File: config.mk
export PLATFORM = sky130hd
export DESIGN_NAME = mem_arbiter
export DESIGN_NICKNAME = d
export VERILOG_FILES = /design/src/rtl/mem_arbiter.sv
export SDC_FILE = /design/constraint.sdc
export NUM_CORES = 1
export LEC_CHECK = 0
export BUFFER_PORTS_ARGS = -buffer_cell sky130_fd_sc_hd__clkbuf_2
export CAP_MARGIN = 20
export CORE_ASPECT_RATIO = 0.5
export CORE_MARGIN = 2
export CORE_UTILIZATION = 38
export CTS_CLUSTER_DIAMETER = 150
export DETAILED_ROUTE_END_ITERATION = 16
export PLACE_DENSITY = 0.78
export SYNTH_ARGS = -nofsm -noshare
export SYNTH_HDL_FRONTEND = slang
export SYNTH_SLANG_ARGS = --single-unit
export TNS_END_PERCENT = 20
File: constraint.sdc
create_clock -name clk_i -period 1.7 [get_ports clk_i]
set_input_delay 0.085 -clock clk_i [delete_from_list [all_inputs] [get_ports clk_i]]
set_output_delay 0.085 -clock clk_i [all_outputs]
set_load 0.1 [all_outputs]
File: src/rtl/mem_arbiter.sv
// Unified memory arbiter: shares one memory port between the CPU core and a DMA/loader.
// CPU has priority; DMA wins a tie once the CPU has taken DMA_WAIT_MAX grants in a row
// while DMA was waiting. Accesses are serialised with a fixed memory latency.
module mem_arbiter #(
  parameter int unsigned AW           = 32,
  parameter int unsigned DW           = 32,
  parameter int unsigned MEM_LAT      = 0,
  parameter int unsigned DMA_WAIT_MAX = 4
) (
  input  logic          clk_i,
  input  logic          reset_i,
  input  logic          cpu_rd_i,
  input  logic          cpu_wr_i,
  input  logic [AW-1:0] cpu_addr_i,
  input  logic [DW-1:0] cpu_wdata_i,
  output logic [DW-1:0] cpu_rdata_o,
  output logic          cpu_stall_o,
  input  logic          dma_req_i,
  input  logic          dma_we_i,
  input  logic [AW-1:0] dma_addr_i,
  input  logic [DW-1:0] dma_wdata_i,
  output logic          dma_ack_o,
  output logic [DW-1:0] dma_rdata_o,
  output logic          mem_rd_o,
  output logic          mem_wr_o,
  output logic [AW-1:0] mem_addr_o,
  output logic [DW-1:0] mem_wdata_o,
  input  logic [DW-1:0] mem_rdata_i,
  output logic          gnt_dma_o
);

  localparam logic [1:0] LatInit = 2'(MEM_LAT);
  localparam logic [3:0] WaitMax = 4'(DMA_WAIT_MAX);

  typedef enum logic [0:0] {StIdle, StAccess} state_e;

  state_e        state_q, state_d;
  logic [1:0]    lat_cnt_q, lat_cnt_d;
  logic [3:0]    starve_cnt_q, starve_cnt_d;
  logic          gnt_dma_q, gnt_dma_d;
  logic          mem_rd_q, mem_rd_d;
  logic          mem_wr_q, mem_wr_d;
  logic [AW-1:0] mem_addr_q, mem_addr_d;
  logic [DW-1:0] mem_wdata_q, mem_wdata_d;

  logic cpu_req;
  logic dma_wins;
  logic done;
  logic cpu_done;
  logic dma_done;

  assign cpu_req  = cpu_rd_i | cpu_wr_i;
  assign dma_wins = dma_req_i & (~cpu_req | (starve_cnt_q == WaitMax));

  // Completion cycle; suppressed under reset so an abandoned access never acks.
  assign done     = (state_q == StAccess) & (lat_cnt_q == 2'd0) & ~reset_i;
  assign cpu_done = done & ~gnt_dma_q;
  assign dma_done = done & gnt_dma_q;

  // Handshake outputs and read-data steering
  always_comb begin
    cpu_stall_o = cpu_req & ~cpu_done & ~reset_i;
    cpu_rdata_o = cpu_done ? mem_rdata_i : '0;
    dma_ack_o   = dma_done;
    dma_rdata_o = dma_done ? mem_rdata_i : '0;
    mem_rd_o    = mem_rd_q;
    mem_wr_o    = mem_wr_q;
    mem_addr_o  = mem_addr_q;
    mem_wdata_o = mem_wdata_q;
    gnt_dma_o   = gnt_dma_q;
  end

  // Arbitration and access sequencing
  always_comb begin
    state_d      = state_q;
    lat_cnt_d    = lat_cnt_q;
    starve_cnt_d = starve_cnt_q;
    gnt_dma_d    = gnt_dma_q;
    mem_rd_d     = 1'b0;  // strobes live for the first access cycle only
    mem_wr_d     = 1'b0;
    mem_addr_d   = mem_addr_q;
    mem_wdata_d  = mem_wdata_q;
    case (state_q)
      StIdle: begin
        if (cpu_req || dma_req_i) begin
          state_d   = StAccess;
          lat_cnt_d = LatInit;
          if (dma_wins) begin
            gnt_dma_d    = 1'b1;
            mem_wr_d     = dma_we_i;
            mem_rd_d     = ~dma_we_i;
            mem_addr_d   = dma_addr_i;
            mem_wdata_d  = dma_wdata_i;
            starve_cnt_d = 4'd0;
          end else begin
            // Read+write together is a write
            gnt_dma_d   = 1'b0;
            mem_wr_d    = cpu_wr_i;
            mem_rd_d    = ~cpu_wr_i;
            mem_addr_d  = cpu_addr_i;
            mem_wdata_d = cpu_wdata_i;
            if (!dma_req_i) begin
              starve_cnt_d = 4'd0;
            end else if (starve_cnt_q != 4'd15) begin
              starve_cnt_d = starve_cnt_q + 4'd1;
            end
          end
        end
      end
      StAccess: begin
        if (lat_cnt_q == 2'd0) begin
          state_d   = StIdle;
          gnt_dma_d = 1'b0;
        end else begin
          lat_cnt_d = lat_cnt_q - 2'd1;
        end
      end
      default: begin
        state_d   = StIdle;
        gnt_dma_d = 1'b0;
      end
    endcase
  end

  // State registers with synchronous reset
  always_ff @(posedge clk_i) begin
    if (reset_i) begin
      state_q      <= StIdle;
      lat_cnt_q    <= 2'd0;
      starve_cnt_q <= 4'd0;
      gnt_dma_q    <= 1'b0;
      mem_rd_q     <= 1'b0;
      mem_wr_q     <= 1'b0;
      mem_addr_q   <= '0;
      mem_wdata_q  <= '0;
    end else begin
      state_q      <= state_d;
      lat_cnt_q    <= lat_cnt_d;
      starve_cnt_q <= starve_cnt_d;
      gnt_dma_q    <= gnt_dma_d;
      mem_rd_q     <= mem_rd_d;
      mem_wr_q     <= mem_wr_d;
      mem_addr_q   <= mem_addr_d;
      mem_wdata_q  <= mem_wdata_d;
    end
  end

endmodule

## Yosys cells after proc, flatten, opt, wreduce, memory -nomap -nowiden

Index checks and enable logic that the tools add are counted.

- Bitwise operators: 17
- Reduce and logical (&&, ||, !) cells: 7
- Eq/ne operators: 6
- Mux-type cells: 19
- Add/subtract/negate cells: 2

Operators with widths:

| cell | number |
|---|---|
| 32-bit two-way mux | 4 |
| 4-bit two-way mux | 3 |
| 1-bit inverter | 8 |
| 1-bit bitwise AND | 7 |
| 1-bit two-way mux | 7 |
| 2-bit AND reduction | 3 |
| 4-bit by 1-bit adder with 4-bit output, second input constant | 1 |
| 4-bit by 3-bit equality test with 1-bit output, second input constant | 1 |
| 2-bit two-way mux | 2 |
| 2-bit != test, second input constant | 2 |
| 4-bit != test, second input constant | 1 |
| 1-bit one-hot mux with 2 select lines | 2 |
| 2-bit one-hot mux with 2 select lines | 1 |
| 3-bit by 1-bit != test with 1-bit output, second input constant | 1 |
| 3-bit AND reduction | 1 |
| 3-bit OR reduction | 1 |
| 2-bit logical NOT | 1 |
| 2-bit by 1-bit != test with 1-bit output, second input constant | 1 |
| 1-bit OR | 2 |
| 2-bit by 1-bit subtractor with 2-bit output, second input constant | 1 |
| 1-bit logical OR | 1 |

- Register bits: 74
- Output and inout bits: 133
- Input port bits: 166
- Word-level logic and storage cells: 59

## Longest topological paths before layout

Gate-level depths: netlist of run 1.

- Depth after elaboration: 7
- Mapped depth: 8
- Gate-level depth less buffers: 5

## Worst setup path before layout of run 1

OpenSTA, ideal clock, no wires.

- Kind: register -> output
- Start: reg gnt_dma_q, in the netlist gnt_dma_o
- End: out cpu_stall_o
- Required time: 1.615 ns
- Data arrival time: 3.494 ns
- Buffers on the path: 1
- Setup slack: -1.879 ns
- Stages on the path, launching flop included: 4
- Cells stage by stage: dfxtp_1 > nor3_1 > clkbuf_1 > nor3_1

- Longest elaborated chain between the ends: 5

Ends and longest elaborated chain:

| element | RTL line | text |
|---|---|---|
| from (decl) | 40 | `logic gnt_dma_q, gnt_dma_d;` |
| from (signal assigned) | 140 | `gnt_dma_q <= gnt_dma_d;` |
| 1-bit inverter | 57 | `assign cpu_done = done & ~gnt_dma_q;` |
| 1-bit bitwise AND | 57 |  |
| 1-bit inverter | 62 | `cpu_stall_o = cpu_req & ~cpu_done & ~reset_i;` |
| 1-bit bitwise AND (2 in a row) | 62 |  |
| to (decl) | 17 | `output logic cpu_stall_o,` |

Every way passes these cells.

## Worst setup path in the final report of run 1

- Start: reg lat_cnt_q[0]
- End: out dma_rdata_o[20]

- Longest elaborated chain between the ends: 5

Ends and longest elaborated chain:

| element | RTL line | text |
|---|---|---|
| from (decl) | 38 | `logic [1:0] lat_cnt_q, lat_cnt_d;` |
| from (signal assigned) | 138 | `lat_cnt_q <= lat_cnt_d;` |
| 2-bit logical NOT | 56 | `assign done = (state_q == StAccess) & (lat_cnt_q == 2'd0) & ~reset_i;` |
| 1-bit bitwise AND (2 in a row) | 56 |  |
| 1-bit bitwise AND | 58 | `assign dma_done = done & gnt_dma_q;` |
| 32-bit two-way mux | 65 | `dma_rdata_o = dma_done ? mem_rdata_i : '0;` |
| to (decl) | 23 | `output logic [DW-1:0] dma_rdata_o,` |

Every way passes these cells.

==> reports/metrics.cfg, run 1 <==
[setup_path]
critPathCaptureType = output port
crit_type = reg2out
r2r_slack_ns = 0.05
reg2reg_from = starve_cnt_q[0]
crit_start = lat_cnt_q[0]
start_kind = flop
required_ns = 1.62
cp_max_fo = 9
arrival_ns = 1.80

[route]
drc = 0
num_vias = 5510
drtIter0Drc = 636
vias_per_cell = 5.89
drt_first_pass_iters = 7
drt-wirelength-per-cell_um = 18.7
finalWirelength_um = 17500
ant_nets = 0

[sta]
skew_ns = 0.00818
tightest_slew_ns = 0.608
whs_ns = 0.00903
fin_ws_ns = -0.185
drv_slew = 0
relSlewSlack_pct = 59.4
post-route-min-period_ns = 1.88
hold_viol = 0
rsz0062_at_grt = yes
period_share_pct = 111
setup_violations = 64
clock.fmax_mhz = 531

[floorplan]
io_pins = 299
coreArea_mm2 = 0.0110
start_util_pct = 38.8
dieHeight_um = 78.9
rows = 27
chipWidth_um = 154
die_area_mm2 = 0.0121

[cts]
clock-root-buffer = clkbuf_16
h-tree-depth = 3
cts_made_buffers = 9
cts_tree = done
clk_pin_slew_worst_paths_ns = 0.06
numClockSinks = 74
cts_hold_buf = 0
clk-insertion-delay-late_ns = 0.33
cts_buffer_depth = 2

[layout]
fin_area_mm2 = 0.00750
drive_above_1_share_pct = 53.9
fin_nets = 954
utilization_pct = 68.3
final_cells = 936
fill_cells = 827
area_delta_synth_final_pct = 75.8

[global_route]
grt_pass1_wl_um = 27400
grt_max_degree = 56
grt.met3_usage_pct = 4.53
grt_most_used_layer = met2
grt_pass1_vias = 5254
overflow = 0
antenna_found_initial = 1
use_met1_pct = 32.9
grt_util_all_layers_pct = 28.1
grt_use_met2_pct = 52.2

[placement]
post-dp-hpwl_um = 12200
place_area_mm2 = 0.00707
io_buffers = 298
placed_cells = 915
gp_congestion = 0.815

[job]
max_cap_viol_count = 0

[logic_synthesis]
yosysTopAreaCell = dfxtp_1
async_flop_share_pct = 0
synth_top_area_share_pct = 34.7
ys.warnings.count = 0
synthTopCellsByArea = dfxtp_1 (35%), a311oi_1 (13%), o211ai_1 (12%)
synth_nets = 691
synth_cell_type_count = 37
synth_edf_count = 0
seq_area_frac_synth_pct = 34.7
ys.flop_type = dfxtp_1
synth_cells = 522
ys_ff_latch = 74
synth_area_mm2 = 0.00426
syn_avg_cell_area_um2 = 8.17

[power]
ir_drop_mv = 0.564
p_per_area_mw_per_mm2 = 890
p_leak_uw = 0.00330

[hold_path]
hp-start = cpu_addr_i[23]
min_path_type = in2reg

[run_status]
status = finished with violations
violations = setup timing

placed cells by master, fill, tap and decap left out, types with 2 or more instances in the layout:
cell       instances
a211oi_1           2
a21oi_1           68
a311oi_1          64
a31oi_1            2
and2_1             3
and2_2            29
and2_4            32
buf_12            77
buf_4             13
buf_6              4
bufinv_16          2
clkbuf_16          9
clkbuf_2         232
clkinv_2           2
dfxtp_1           70
dfxtp_2            3
inv_1              2
inv_2              4
nand2_1            3
nand2b_1           2
nand3_1           64
nand4_1            2
nor2_4             2
nor3_2             2
o211ai_1          70
o31ai_1            2
registers in the layout, summed over array words and instances (netlist names):
name	count
state_q	1
starve_cnt_q	4
mem_wdata_o	32
mem_wr_o	1
mem_addr_o	32
mem_rd_o	1
lat_cnt_q	2
gnt_dma_o	1
final timing paths:
| path | endpoint | cells past startpoint |
|---|---|---|
| hold / removal | mem_addr_o[23] | 3 |
| setup / recovery | dma_rdata_o[20] | 8 |
| setup reg to reg | mem_wdata_o[3] | 6 |
| hold reg to reg | lat_cnt_q[0] | 2 |
critical path: stages (launching register included):
cell     delay [ns]
dfxtp_2        0.32
inv_2          0.07
ha_4           0.15
nand2_4        0.07
nor3b_4        0.24
buf_6          0.17
buf_12         0.13
and2_4         0.16
buf_12         0.17
report_power, final:
group	internal, µW	total [µW]	switching [µW]
sequential	1900	2000	97.6
clock	1320	2050	732
combinational	627	2620	1990
metrics by stage:
step                setup TNS, ns  power (µW)  setup WS, ns
finish                      -7.43        6670        -0.185
global route               -12.94        6860        -0.268
CTS                         -7.48        6690        -0.167
detailed placement              0        4630        0.0429
global placement                0        4600         0.164
floorplan                   -1.09        3930       -0.0836
area by class of cell:
class / instances / area, µm² / area share [%]
Antenna cell: 1 / 2.50 / 0.0334
Sequential cell: 74 / 1490 / 19.9
Inverter: 6 / 22.5 / 0.300
Multi-Input combinational cell: 367 / 2610 / 34.8
Clock buffer: 11 / 243 / 3.24
Tap cell: 145 / 181 / 2.42
Timing Repair Buffer: 327 / 2870 / 38.3
Clock inverter: 5 / 77.6 / 1.03
synth_stat cells, types with 2 or more instances:
cell and number:
buf_2 33, and2_1 64, a21oi_1 68, buf_1 4, buf_4 3, ha_1 3
a31oi_1 2, nand2_1 4, o31ai_1 2, clkbuf_1 34, nand2b_1 2, a211oi_1 2
o211ai_1 70, nand3_1 64, nor2_1 2, inv_1 5, nand4_1 2, a311oi_1 65
nor3_1 2, dfxtp_1 74
timing repair:
item,4_1_cts,5_1_grt
cloned,2,0
buffers inserted,3,0
pin swaps,19,13
setup endpoints to repair,66,101
resized for setup,16,5
kinds of logic (layout without fill, tap and decap cells):
family | count (synthesis) | in the layout | synth area share [%]
AOI/OAI and AO/OA | 214 | 214 | 35.7
adders and majority gates | 3 | 3 | 0.880
buffers and inverters | 81 | 349 | 8.54
DFF | 74 | 74 | 34.7
other | 0 | 1 | 0
and+or+nand+nor | 150 | 150 | 20.1
layer usage:
layer / part of all wire [%] / wire length, µm / vias up
met2: 52 / 9080 / 296
met4: 2.7 / 480 / 0
met1: 39 / 6850 / 2625
li1: - / - / 2549
met5: 0 / 0 / -
met3: 6.4 / 1130 / 40
No activity file was read; power rests on OpenSTA's default activity.
==> run 2: changes to the inputs <==
--- a/config.mk
+++ b/config.mk
@@ -9,10 +9,11 @@
 export CAP_MARGIN = 20
 export CORE_ASPECT_RATIO = 0.5
 export CORE_MARGIN = 2
-export CORE_UTILIZATION = 38
+export CORE_UTILIZATION = 42
 export CTS_CLUSTER_DIAMETER = 150
+export CTS_CLUSTER_SIZE = 25
 export DETAILED_ROUTE_END_ITERATION = 16
-export PLACE_DENSITY = 0.78
+export PLACE_DENSITY = 0.82
 export SYNTH_ARGS = -nofsm -noshare
 export SYNTH_HDL_FRONTEND = slang
 export SYNTH_SLANG_ARGS = --single-unit
==> constraint.sdc (replaced) <==
create_clock -name clk_i -period 1.97 [get_ports clk_i]
set_input_delay 0.0985 -clock clk_i [delete_from_list [all_inputs] [get_ports clk_i]]
set_output_delay 0.0985 -clock clk_i [all_outputs]
set_load 0.1 [all_outputs]
==> run 2 against run 1 <==
The run now ends clean; critical path depth unchanged; combinational power down 14%; core utilization up 7.1 points; sequential cell count unchanged; clock power down 28%; global-route usage up 3.5 points; register-to-register slack better by 0.21 ns; non-clock buffer count down 5; clock-buffer cell count unchanged; power down 18%; cell area down 2.8%; critical endpoint is now dma_rdata_o[14].
==> reports/metrics.cfg, run 2 (same netlist as run 1, synthesis figures left out) <==
[setup_path]
cp_max_fo = 16  ; was 9
worstRegToRegCells = 6  ; unchanged
max_stage_delay_ns = 0.33  ; was 0.32 ns
cp.depth = 8  ; unchanged
required_ns = 1.87  ; was 1.62 ns
crit_type = reg2out  ; unchanged
critPathTopFamily = buffers and inverters  ; unchanged
path_cells = inv_2 > ha_4 > nand2_4 > nor3b_4 > buf_6 > buf_16 > and2_4 > buf_12  ; was inv_2 > ha_4 > nand2_4 > nor3b_4 > buf_6 > buf_12 > and2_4 > buf_12
cp_slowest_cell = dfxtp_1  ; was dfxtp_2
arrival_ns = 1.84  ; was 1.80 ns
start_kind = flop  ; unchanged
cp_num_buf_inv = 4  ; unchanged
critPathCaptureType = output port  ; unchanged

[layout]
area_delta_synth_final_pct = 70.8  ; was 75.8%
fin_nets = 949  ; was 954
n_antenna_cell = 0  ; was 1
most-common-layout-cells = clkbuf_2 (232), buf_12 (73), dfxtp_1 (72)  ; was clkbuf_2 (232), buf_12 (77), o211ai_1 (70), dfxtp_1 (70), a21oi_1 (68)
drive_above_1_share_pct = 49.2  ; was 53.9%
layout_commonest_cell = clkbuf_2  ; unchanged
fin_area_mm2 = 0.00728  ; was 0.00750 mm²

[cts]
h-tree-depth = 3  ; unchanged
numClockSinks = 74  ; unchanged
cts_tree = done  ; unchanged
cts_made_buffers = 9  ; unchanged
clk-insertion-delay-late_ns = 0.34  ; was 0.33 ns
cts_buffer_depth = 2  ; unchanged
clk_pin_slew_worst_paths_ns = 0.06  ; about the same
clock-root-buffer = clkbuf_16  ; unchanged

[power]
p_leak_uw = 0.00320  ; was 0.00330 µW
p_per_area_mw_per_mm2 = 751  ; was 890 mW/mm²
ir_drop_mv = 0.534  ; was 0.564 mV

[global_route]
grt_max_degree = 75  ; was 56
grt_util_all_layers_pct = 31.7  ; was 28.1%
grt_pass1_wl_um = 27700  ; was 27400 µm
overflow = 0  ; unchanged
grt_pass1_vias = 5295  ; was 5254
antenna_found_initial = 0  ; was 1

[placement]
place_area_mm2 = 0.00690  ; was 0.00707 mm²
gp_congestion = 0.851  ; was 0.815
post-dp-hpwl_um = 12900  ; was 12200 µm
pre_cts_ws_ns = 0.307  ; was 0.0429 ns
io_buffers = 298  ; unchanged

[sta]
tns_ns = 0  ; was -7.43 ns
relSlewSlack_pct = 61.2  ; was 59.4%
period_share_pct = 98.3
setup_violations = 0  ; was 64
hold_viol = 0  ; unchanged
whs_ns = 0.0156  ; was 0.00903 ns
drv_slew = 0  ; unchanged
clock.fmax_mhz = 517
skew_ns = 0.00942  ; was 0.00818 ns
post-route-min-period_ns = 1.94
fin_ws_ns = 0.0343  ; was -0.185 ns
tightest_slew_ns = 0.584  ; was 0.608 ns

[route]
drc = 0  ; unchanged
finalWirelength_um = 18400  ; was 17500 µm
ant_nets = 0  ; unchanged
vias_per_cell = 6.06  ; was 5.89
drtIter0Drc = 656  ; was 636
num_vias = 5575  ; was 5510
drt-wirelength-per-cell_um = 20.0  ; was 18.7 µm
drt_first_pass_iters = 7  ; unchanged

[hold_path]
hold_depth = 3  ; unchanged
min_path_type = in2reg  ; unchanged

[floorplan]
dieHeight_um = 75.3  ; was 78.9 µm
rows = 25  ; was 27
chipWidth_um = 146  ; was 154 µm
start_util_pct = 44.1  ; was 38.8%
die_area_mm2 = 0.0110  ; was 0.0121 mm²
coreArea_mm2 = 0.00967  ; was 0.0110 mm²
io_pins = 299  ; unchanged

[run_status]
status = complete, no violations  ; was finished with violations

[job]
max_cap_viol_count = 0  ; unchanged

-- run 2: cell count changes in the layout (fill, tap and decap cells not counted), moves of 2 or more --
cell	delta
dfxtp_1	+2
buf_4	+2
and2_1	+29
dfxtp_2	-2
and2_2	-28
buf_12	-4
buf_6	-3
bufinv_16	-2
-- run 2: per-layer routing --
layer,vias to the layer above,wire (µm),GRT usage [%]
met3,80,1410,6.61
met4,0,702,12.8
li1,2532,-,-
met1,2606,6810,36.9
met2,357,9440,59.0
met5,-,0,0
-- run 2: worst min-delay path, delay by kind of cell --
family                 cells  cell delay (ns)
buffers and inverters      1             0.08
AO/OA/AOI/OAI              1             0.07
AND/OR/NAND/NOR            1             0.05
-- run 2: worst paths after layout --
path,endpoint,startpoint,slack [ns]
hold reg to reg,mem_addr_o[29],mem_addr_o[29],0.52
setup reg to reg,mem_wr_o,starve_cnt_q[0],0.26
hold / removal,mem_addr_o[28],cpu_addr_i[28],0.02
setup / recovery,dma_rdata_o[14],lat_cnt_q[1],0.03
-- run 2: metrics by stage --
stage | power [µW] | utilization (%) | std cells
floorplan | 3390 | - | 522
global placement | 3950 | 71.3 | 902
detailed placement | 3990 | 71.3 | 902
CTS | 5470 | 74.6 | 920
global route | 5650 | 75.4 | 920
finish | 5470 | 75.4 | 920
-- run 2: area by class of cell --
class | count | area (µm²)
Inverter | 6 | 22.5
Sequential cell | 74 | 1490
Timing Repair Buffer | 322 | 2770
Clock buffer | 11 | 233
Clock inverter | 5 | 31.3
Multi-Input combinational cell | 367 | 2570
Tap cell | 135 | 169
Fill cell | 644 | 2380
-- run 2: repair_timing --
item	4_1_cts	5_1_grt
gates cloned	1	0
hold buffers	0	0
endpoints found under the setup margin	33	64
buffers inserted	1	0
resized for setup	5	28
pin swaps	1	2
-- run 2: where the power goes --
group | internal (µW) | switching [µW] | leakage (µW)
sequential | 1640 | 85.9 | 0.000615
combinational | 528 | 1730 | 0.00245
clock | 848 | 636 | 0.000129
total | 3020 | 2450 | 0.00320
